## src/rtl/alu_pkg.sv

```systemverilog
// Shared ALU definitions: multiplier FSM state encoding and result-mux select codes.
package alu_pkg;

  typedef enum logic [1:0] {
    S_IDLE = 2'd0,
    S_RUN  = 2'd1,
    S_DONE = 2'd2
  } state_t;

  // Select codes of the 16-to-1 result mux slots fed by the multiplier
  localparam logic [3:0] ALU_SEL_MUL  = 4'hA;
  localparam logic [3:0] ALU_SEL_MULH = 4'hB;

endpackage

```

## src/rtl/alu_seq_mult_twos_negate.sv

```systemverilog
// Combinational conditional two's-complement negate, used for operand
// magnitudes and for restoring the sign of the final product.
module twos_negate #(
  parameter int WIDTH = 32
) (
  input  logic             neg,
  input  logic [WIDTH-1:0] a,
  output logic [WIDTH-1:0] y
);

  assign y = neg ? (~a + WIDTH'(1'b1)) : a;

endmodule

```

## src/rtl/alu_seq_mult.sv

```systemverilog
// Sequential radix-2 shift-and-add multiplier feeding the ALU MUL/MULH mux slots.
// Optional macro ALU_MULT_EARLY_TERM_EN: finish early once no multiplier bits remain.
//
// state  | meaning
// IDLE   | waiting for start
// RUN    | one multiplier bit per cycle, busy high
// DONE   | one-cycle done strobe, Z/ZH freshly loaded; start here chains a new op
module alu_seq_mult
  import alu_pkg::*;
#(
  parameter  int WIDTH = 32,
  localparam int CNT_W = $clog2(WIDTH) + 1
) (
  input  logic             clk,
  input  logic             rstb,
  input  logic             start,
  input  logic             signed_op,
  input  logic [WIDTH-1:0] A,
  input  logic [WIDTH-1:0] B,
  output logic             busy,
  output logic             done,
  output logic [WIDTH-1:0] Z,
  output logic [WIDTH-1:0] ZH
);

  state_t               state, state_nx;
  logic [CNT_W-1:0]     cnt;
  logic [WIDTH-1:0]     mcand;
  logic [2*WIDTH-1:0]   acc;
  logic                 sign_q;
  logic [WIDTH-1:0]     z_q, zh_q;

  logic [WIDTH-1:0]     a_mag, b_mag;
  logic [WIDTH:0]       upper_sum;
  logic [2*WIDTH-1:0]   acc_step, acc_final, prod;
  logic                 last, accept;

  twos_negate #(.WIDTH(WIDTH)) u_neg_a (
    .neg (signed_op & A[WIDTH-1]),
    .a   (A),
    .y   (a_mag)
  );

  twos_negate #(.WIDTH(WIDTH)) u_neg_b (
    .neg (signed_op & B[WIDTH-1]),
    .a   (B),
    .y   (b_mag)
  );

  twos_negate #(.WIDTH(2*WIDTH)) u_neg_p (
    .neg (sign_q),
    .a   (acc_final),
    .y   (prod)
  );

  // Upper half accumulates the multiplicand; lower half holds the unshifted multiplier bits
  always_comb begin
    upper_sum = {1'b0, acc[2*WIDTH-1:WIDTH]};
    if (acc[0]) upper_sum = upper_sum + {1'b0, mcand};
    acc_step = {upper_sum, acc[WIDTH-1:1]};
  end

`ifdef ALU_MULT_EARLY_TERM_EN
  logic [WIDTH-1:0] rem_mask;
  logic [CNT_W-1:0] shamt;

  // After this step cnt+1 shifts are done; the remaining multiplier bits sit below them.
  // At cnt == WIDTH-1 the mask is empty, so the normal end falls out of the same test.
  always_comb begin
    rem_mask  = {WIDTH{1'b1}} >> (cnt + CNT_W'(1));
    shamt     = CNT_W'(WIDTH-1) - cnt;
    last      = ((acc_step[WIDTH-1:0] & rem_mask) == '0);
    acc_final = acc_step >> shamt;
  end
`else
  assign last      = (cnt == CNT_W'(WIDTH-1));
  assign acc_final = acc_step;
`endif

  assign accept = start && ((state == S_IDLE) || (state == S_DONE));

  always_ff @(posedge clk) begin
    if (!rstb) state <= S_IDLE;
    else       state <= state_nx;
  end

  always_comb begin
    state_nx = state;
    case (state)
      S_IDLE:  if (start) state_nx = S_RUN;
      S_RUN:   if (last)  state_nx = S_DONE;
      S_DONE:  state_nx = start ? S_RUN : S_IDLE;
      default: state_nx = S_IDLE;
    endcase
  end

  always_ff @(posedge clk) begin
    if (!rstb) begin
      cnt    <= '0;
      mcand  <= '0;
      acc    <= '0;
      sign_q <= 1'b0;
      z_q    <= '0;
      zh_q   <= '0;
    end else if (accept) begin
      cnt    <= '0;
      mcand  <= a_mag;
      acc    <= {{WIDTH{1'b0}}, b_mag};
      sign_q <= signed_op & (A[WIDTH-1] ^ B[WIDTH-1]);
    end else if (state == S_RUN) begin
      acc <= acc_step;
      cnt <= cnt + CNT_W'(1);
      if (last) begin
        z_q  <= prod[WIDTH-1:0];
        zh_q <= prod[2*WIDTH-1:WIDTH];
      end
    end
  end

  assign busy = (state == S_RUN);
  assign done = (state == S_DONE);
  assign Z    = z_q;
  assign ZH   = zh_q;

endmodule

```

## config.mk

```make
export PLATFORM = sky130hd
export DESIGN_NAME = alu_seq_mult
export DESIGN_NICKNAME = d
export VERILOG_FILES = /design/src/rtl/alu_pkg.sv /design/src/rtl/alu_seq_mult_twos_negate.sv /design/src/rtl/alu_seq_mult.sv
export SDC_FILE = /design/constraint.sdc
export NUM_CORES = 1
export LEC_CHECK = 0
export BUFFER_PORTS_ARGS = -buffer_cell sky130_fd_sc_hd__clkbuf_2
export CAP_MARGIN = 20
export CORE_AREA = 2 2 148 150
export DETAILED_ROUTE_END_ITERATION = 6
export DIE_AREA = 0 0 150 152
export GPL_ROUTABILITY_DRIVEN = 0
export PLACE_DENSITY = 0.76
export SLEW_MARGIN = 15
export SYNTH_ARGS = -nofsm -noshare
export SYNTH_HDL_FRONTEND = slang
export SYNTH_SLANG_ARGS = --single-unit
```

## constraint.sdc

```tcl
create_clock -name clk -period 3.7 [get_ports clk]
set_input_delay 0.74 -clock clk [delete_from_list [all_inputs] [get_ports clk]]
set_output_delay 0.74 -clock clk [all_outputs]
set_load 0.1 [all_outputs]
```

==> results of run 1 <==
[placed cells by master, fill, tap and decap left out, types with 9 or more instances in the layout]
cell type,count
nor2_1,178
dfxtp_1,164
nand2_1,154
clkbuf_2,133
a21oi_1,117
buf_4,92
a211oi_1,76
o21ai_0,69
xor2_1,58
xnor2_1,52
nor3_1,37
a22oi_1,34
nand3_1,29
ha_1,28
inv_1,21
or3_1,19
o31ai_1,19
nand4_1,17
clkbuf_16,17
nand2b_1,15
a21o_1,14
mux2i_1,14
nor4_1,14
o211ai_1,12
and2_1,12
o41ai_1,11
o21a_1,11
a31oi_1,11
or4_1,9
and3_1,9
[power by group through the flow]
stage                     Clock, uW  Sequential, uW  Combinational [uW]
after floorplan                   0            2000                 768
after CTS                      1810            1990                1160
after global placement            0            2030                1130
after detailed placement          0            2030                1150
final                          1810            2000                1240
after global routing           1890            2010                1350
[worst paths after layout]
| path | startpoint | endpoint | slack (ns) | cells past startpoint |
|---|---|---|---|---|
| worst max-delay path | acc[34] | ZH[30] | 0.02 | 13 |
| worst min-delay path | ZH[13] | ZH[13] | 0.45 | 2 |
| worst max register to register | acc[34] | ZH[30] | 0.02 | 13 |
| worst min register to register | ZH[13] | ZH[13] | 0.45 | 2 |
[state kept, by name (all words and copies together), names as in the netlist]
register,flops
ZH,32
cnt,6
acc,64
sign_q,1
Z,32
mcand,32
state,2
[cell type report]
| class | instances | area, sq um |
|---|---|---|
| repair buffers | 233 | 1470 |
| clock inverters | 14 | 153 |
| fillers | 1850 | 7740 |
| inverters | 24 | 91.3 |
| flip-flops and latches | 169 | 3390 |
| multi-input cells | 1182 | 7710 |
| clock buffers | 18 | 439 |
| well taps | 280 | 350 |
[cell families (layout without fill, tap and decap cells)]
family | count (synthesis) | count (layout) | share of synthesized area (%)
AO/OA/AOI/OAI | 460 | 460 | 27.6
XOR/XNOR | 112 | 112 | 8.75
multiplexers | 18 | 18 | 1.65
adder cells (fa/ha/maj) | 37 | 37 | 4.20
flip-flops | 169 | 169 | 30.2
AND/OR/NAND/NOR | 555 | 555 | 23.6
buffers and inverters | 118 | 289 | 3.97
[per-stage QoR]
stage | util [%] | setup slack [ns] | std cells
floorplan | - | 0.0289 | 1469
global placement | 59.0 | -0.0256 | 1877
detailed placement | 59.1 | -0.118 | 1878
CTS | 62.2 | 0.000298 | 1915
global route | 63.7 | -0.198 | 1920
finish | 63.7 | 0.0162 | 1920
[Yosys cell counts (all sizes together), types with 23 or more instances]
cell,instances,area [sq um]
a21oi,121,606
inv,23,86.3
ha,36,450
xnor2,54,473
nor2,181,679
xor2,58,508
o21ai,70,350
nor3,44,220
a22oi,34,255
nand2,155,582
or3,23,155
nand3,31,155
a211oi,78,586
dfxtp,169,3380
clkbuf,80,300
[timing repair]
item,in CTS,in global routing
resized for setup,11,58
pin swaps,9,23
hold endpoints to repair,0,0
setup endpoints to repair,5,16
buffers inserted,5,5
[routing by layer]
layer  wire (microns)  global-route usage, %  vias up
met1            15000                   41.2     5487
met2            16000                   47.2      534
met5                0                      0        -
met3             2520                   4.86       99
met4             1490                   14.0        0
li1                 -                      -     5719
[worst max-delay path: cells and delay by family, from the launching register on]
kind	cells	cell delay [ns]
simple gates	4	1.62
compound gates	6	1.10
flops	1	0.43
buf+inv	2	0.27
fa+ha+maj	1	0.18
==> results.cfg, run 1 <==
[run_status]
status = finished clean

[synthesis]
ys_seq_area_share_pct = 30.2
synth_ff_type = dfxtp_1
synthArstFlopShare_pct = 0
synth_nets = 1574
synth_enable_flop_cells = 0
ys_ff_latch = 169
yosysWarnings = 0
syn_inst = 1469
synth_cell_type_count = 77
synth_area_sq_mm = 0.0112
syn_area_per_cell_sq_um = 7.63

[timing]
whs_ns = 0.450
fmax_mhz = 271
final-setup-viol-count = 0
fin_setup_tns_ns = 0
rsz0062_at_grt = true
relSlewSlack_pct = 51.7
period_minus_slack_ns = 3.68
finalMaxSlewViolations = 0
period_share_pct = 99.6
worst_pin_slew_ns = 0.722
fin_skew_ns = 0.0138
report.final.hold_viol_count = 0

[power_and_ir_drop]
total_power_uw = 5050
p_per_area_mw_per_mm2 = 371
peakVddDrop_mv = 0.315
p_sw_share_pct = 34.3
power_switching_uw = 1730
clkPwrFrac_pct = 35.8
p_seq_share_pct = 39.6
p_int_uw = 3320
p_comb_share_pct = 24.5
cellLeakagePower_uw = 0.00522

[placed_design]
io_buffers = 133
placed_cell_area_sq_mm = 0.0126
dpl.hpwl_mm = 25.8

[clock_network]
insertion_delay_ns = 0.46
cts.sinks = 169
hold_buffers = 0
clk_pin_slew_worst_paths_ns = 0.08
numCtsBuffers = 17
clk_path_buf_depth = 2
root_buffer = clkbuf_16
htree_levels = 4
cts_tree = built

[min_path]
hold_path_class = reg -> reg

[global_routing]
grt_pass1_vias = 10800
grt_usage_pct = 30.4
grt_pass1_wl_mm = 55.7
grt_antenna_before_repair = 0
grt_max_degree = 120
grt.overflow.total = 0

[finish]
fin_nets = 1732
final_area_sq_mm = 0.0136
drive_gt1_share_pct = 21.6
syn_to_final_growth_pct = 21.4
diodes = 0

[route]
wl_per_cell_microns = 18.2
drt_iter0_drc = 1122
via_count = 11800
drc = 0
postRouteWirelength_mm = 34.9
drt_first_pass_iters = 6
route.antenna.remaining_nets = 0
routed_via_density = 6.17

[floorplanning]
die_y_microns = 152
core_sq_mm = 0.0214
row_count = 54
start_util_pct = 52.5
die_area_sq_mm = 0.0228
pin_count = 134
die_w_microns = 150

[worst_setup_path]
arrival_ns = 4.07
crit_path_end_kind = flip-flop
critical-path-max-stage-delay_ns = 0.52
required_ns = 4.08
cp_max_fo = 4
worstSetupStartpointType = flip-flop
cp_slowest_cell = or4b_4
crit_chain = ha_4 > buf_4 > a21o_1 > a221oi_4 > buf_4 > or3_4 > a21o_4 > a21o_1 > a211o_1 > or4b_4 > or2_1 > or4_1 > a31oi_1
crit_type = reg -> reg

[flow_run]
max_cap_viol_count = 0
No activity file was read; power rests on OpenSTA's default activity.
==> run 2, diff against run 1 <==
Settings changed: CORE_AREA 2 2 148 150 to 2 2 121 182, DIE_AREA 0 0 150 152 to 0 0 123 184, PLACE_DENSITY 0.76 to 0.77.
==> results.cfg, run 2 (synthesized netlist as in run 1, its figures left out) <==
[clock_network]
insertion_delay_ns = 0.44
cts_tree = built
hold_buffers = 0
cts.sinks = 169
root_buffer = clkbuf_16
clk_pin_slew_worst_paths_ns = 0.07
clk_path_buf_depth = 2
htree_levels = 4
numCtsBuffers = 17

[global_routing]
grt_antenna_before_repair = 1
grt.overflow.total = 0
grt_pass1_wl_mm = 56.1
grt_pass1_vias = 11400
grt_usage_pct = 31.6
grt_max_degree = 95

[worst_setup_path]
required_ns = 4.08
rrSetupSlack_ns = 0.004
arrival_ns = 4.07
crit_path_end_kind = flip-flop
crit_type = reg -> reg
r2r_end = ZH[31]
r2r-start = acc[32]
rr_worst_depth = 16
cp_max_fo = 4
worstSetupStartpointType = flip-flop

[min_path]
whs_endpoint = ZH[9]
hold_path_class = reg -> reg
hold_start = ZH[9]
min_path_cells = 2

[route]
wl_per_cell_microns = 18.5
via_count = 11900
drt_first_pass_iters = 6
routed_via_density = 6.16
drt_iter0_drc = 945
drc = 0
postRouteWirelength_mm = 35.7
route.antenna.remaining_nets = 0

[finish]
fin_nets = 1756
largest_reg_flops = 64
top_register = acc
drive_gt1_share_pct = 22.4
syn_to_final_growth_pct = 22.5
final_cell_mix = 179 x nor2_1, 165 x dfxtp_1, 154 x nand2_1
diodes = 0
final_area_sq_mm = 0.0137
multi_input_area_sq_mm = 0.00767
finish.utilization_pct = 65.4
final_common_cell = nor2_1
nFillCells = 1800
seqCellArea_sq_mm = 0.00339

[floorplanning]
die_area_sq_mm = 0.0226
die_w_microns = 123
core_sq_mm = 0.0210
row_count = 65
start_util_pct = 53.4
pin_count = 134
die_y_microns = 184

[timing]
final-setup-viol-count = 0
period_minus_slack_ns = 3.70
fin_setup_tns_ns = 0
report.final.hold_viol_count = 0
finalMaxSlewViolations = 0
relSlewSlack_pct = 41.1
whs_ns = 0.456
fmax_mhz = 271
worst_pin_slew_ns = 0.884
rsz0062_at_grt = true
fin_skew_ns = 0.00852
period_share_pct = 99.9

[power_and_ir_drop]
total_power_uw = 5120
p_per_area_mw_per_mm2 = 373
cellLeakagePower_uw = 0.00531
peakVddDrop_mv = 0.287

[flow_run]
max_cap_viol_count = 0

[run_status]
status = finished clean

[placed_design]
placed_cell_area_sq_mm = 0.0127
io_buffers = 133
dpl.hpwl_mm = 26.1
## run 2: changes by cell type in the layout (fill, tap and decap cells not counted), moves of 3 or more
| cell | before | now |
|---|---|---|
| buf_4 | 92 | 117 |
| clkinv_8 | 3 | 0 |
| ha_2 | 2 | 5 |
| inv_8 | 5 | 1 |
## run 2: critical path: stages (launching register included)
cell	delay (ns)
dfxtp_2	0.35
ha_4	0.14
fa_2	0.19
a21o_1	0.20
a221oi_4	0.10
or3_4	0.38
a21o_1	0.21
buf_6	0.13
a21o_1	0.16
a211o_1	0.31
or4b_4	0.54
buf_6	0.14
nor4_4	0.28
buf_4	0.17
buf_6	0.11
nor3_4	0.03
nor3_2	0.18
## run 2: layout make-up
cell class	count	share of cell area (%)
Clock buffer	20	3.33
Clock inverter	12	1.04
Inverter	24	0.666
Multi-Input combinational cell	1182	55.9
Sequential cell	169	24.7
Tap cell	268	2.44
Timing Repair Buffer	257	12.0
## run 2: how the worst max path moves through the flow
| stage | start | end | slack [ns] | cells after the start |
|---|---|---|---|---|
| after CTS | acc[34] | ZH[30] | 0.002 | 12 |
| after global routing | mcand[0] | ZH[31] | -0.11 | 12 |
| after detailed placement | mcand[0] | ZH[28] | -0.1 | 13 |
| after floorplan | mcand[0] | ZH[30] | 0.03 | 12 |
| final | acc[32] | ZH[31] | 0.004 | 16 |
| after global placement | mcand[0] | ZH[30] | -0.07 | 12 |
## run 2: per-stage QoR
stage / std cells / worst slack [ns]
2_1_floorplan: 1469 / 0.0289
3_3_place_gp: 1885 / -0.0712
3_5_place_dp: 1886 / -0.0983
4_1_cts: 1921 / 0.00221
5_1_grt: 1932 / -0.107
6_report: 1932 / 0.00446
## run 2: layer usage
layer  wire [microns]  up-vias  global-route usage, %
li1                 -     5759                      -
met1            12600     5533                   32.6
met2            18200      419                   55.0
met3             1580      192                   4.99
met4             3320        2                   26.4
met5               17        -                      0
## run 2: report_power, final
| group | total (uW) | switching (uW) | internal [uW] |
|---|---|---|---|
| Sequential | 2000 | 98.2 | 1900 |
| Clock | 1830 | 792 | 1040 |
| Combinational | 1290 | 758 | 531 |
| Total | 5120 | 1650 | 3470 |
## run 2: what timing repair did
action,4_1_cts,5_1_grt
endpoints found under the setup margin,5,18
pin swaps,6,25
buffers inserted,3,11
gates resized for setup,8,56
==> run 3, diff against run 2 <==
Settings changed: CTS_BUF_LIST from default to sky130_fd_sc_hd__clkbuf_16.
==> results.cfg, run 3 (synthesized netlist as in run 1, its figures left out) <==
[run_status]
status = finished, violations left
violations = negative setup slack

[placed_design]
dpl.hpwl_mm = 26.1
pre_cts_ws_ns = -0.0983
io_buffers = 133

[worst_setup_path]
crit_path_end_kind = flip-flop
arrival_ns = 4.11
required_ns = 4.06
rr_worst_depth = 13
worstSetupStartpointType = flip-flop
crit_type = reg -> reg
r2r-start = acc[32]
r2r_end = ZH[30]
rrSetupSlack_ns = -0.05
cp_max_fo = 5

[min_path]
min_path_cells = 2
hold_start = ZH[9]
hold_path_class = reg -> reg
whs_endpoint = ZH[9]

[clock_network]
cts_tree = built
numCtsBuffers = 17
clk_pin_slew_worst_paths_ns = 0.07
insertion_delay_ns = 0.45
clk_path_buf_depth = 2
root_buffer = clkbuf_16
htree_levels = 4
cts.sinks = 169

[timing]
period_share_pct = 101
worst_pin_slew_ns = 0.897
final-setup-viol-count = 1
period_minus_slack_ns = 3.75
fin_skew_ns = 0.00937
finalMaxSlewViolations = 0
setup_slack_ns = -0.0488
rsz0062_at_grt = true
fmax_mhz = 267
relSlewSlack_pct = 40.2
report.final.hold_viol_count = 0

[global_routing]
grt_max_degree = 95
grt_usage_pct = 31.6
grt.overflow.total = 0
grt_pass1_vias = 11400
grt_antenna_before_repair = 1
grt_pass1_wl_mm = 56.1

[finish]
syn_to_final_growth_pct = 22.7
final_common_cell = nor2_1
nFillCells = 1779
drive_gt1_share_pct = 22.5
fin_nets = 1753
largest_reg_flops = 64
top_register = acc
finish.utilization_pct = 65.5
final_cell_mix = 178 x nor2_1, 164 x dfxtp_1, 154 x nand2_1
diodes = 0

[route]
wl_per_cell_microns = 18.6
via_count = 11900
routed_via_density = 6.17
drt_iter0_drc = 1025
postRouteWirelength_mm = 35.9
drc = 0
route.antenna.remaining_nets = 0
drt_first_pass_iters = 7

[floorplanning]
row_count = 65
start_util_pct = 53.4
pin_count = 134
core_sq_mm = 0.0210
die_area_sq_mm = 0.0226
die_y_microns = 184
die_w_microns = 123

[flow_run]
max_cap_viol_count = 0

[power_and_ir_drop]
p_per_area_mw_per_mm2 = 370
peakVddDrop_mv = 0.290
total_power_uw = 5080
cellLeakagePower_uw = 0.00531
run 3: cell types whose count changed in the layout (fill, tap and decap cells not counted), moves of 2 or more:
cell / change
nor3_2: +2
nor3_1: -2
ha_1: +2
clkinv_1: +2
buf_6: +2
ha_2: -2
buf_4: -5
clkbuf_8: -2
run 3: report_power, final:
part           internal, uW  switching (uW)  leakage (uW)
Clock                   994             789      0.000278
Sequential             1900            98.3       0.00138
Combinational           532             766       0.00365
run 3: final cells by class:
cell class	instances	area [sq um]	area share, %
clock inverter	15	154	1.12
clock buffer	17	425	3.09
tap	268	335	2.44
multi-input combinational	1182	7720	56.2
sequential	169	3390	24.7
timing repair buffer	254	1630	11.8
inverter	24	91.3	0.664
run 3: through the flow:
| step | hold WS [ns] | cells | setup TNS, ns | instance area (sq um) |
|---|---|---|---|---|
| floorplan | 0.441 | 1469 | 0 | 11200 |
| global placement | 0.442 | 1885 | -0.0820 | 12700 |
| detailed placement | 0.446 | 1886 | -0.313 | 12700 |
| CTS | 0.455 | 1921 | 0 | 13400 |
| global route | 0.480 | 1929 | -0.439 | 13700 |
| finish | 0.454 | 1929 | -0.0488 | 13700 |
run 3: routing by layer:
metal,global-route usage (%),part of all wire [%],vias up
li1,-,-,5759
met1,32.4,35,5537
met2,55.4,51,432
met3,5.30,4.5,171
met4,25.6,8.7,2
met5,0,0.047,-
run 3: worst max-delay path by stage:
stage,startpoint,to,cells past startpoint
floorplan,mcand[0],ZH[30],12
global placement,mcand[0],ZH[30],12
detailed placement,mcand[0],ZH[28],13
CTS,mcand[12],ZH[30],12
global route,acc[32],ZH[30],14
finish,acc[32],ZH[30],13
run 3: critical path: stages, from the launching register on:
cell      delay, ns
dfxtp_2        0.36
ha_4           0.14
fa_2           0.19
a21o_1         0.18
a221oi_4       0.11
or3_4          0.38
a21o_1         0.22
buf_6          0.13
a21o_1         0.15
a211o_1        0.31
or4b_4         0.56
or2_1          0.26
or4_1          0.48
a31oi_1        0.19
run 3: what timing repair did:
item / CTS / global route
gates resized for setup: 10 / 62
pin swaps: 8 / 31
hold buffers: 0 / 0
cloned: 0 / 0
endpoints found under the setup margin: 5 / 18
setup buffers: 3 / 9
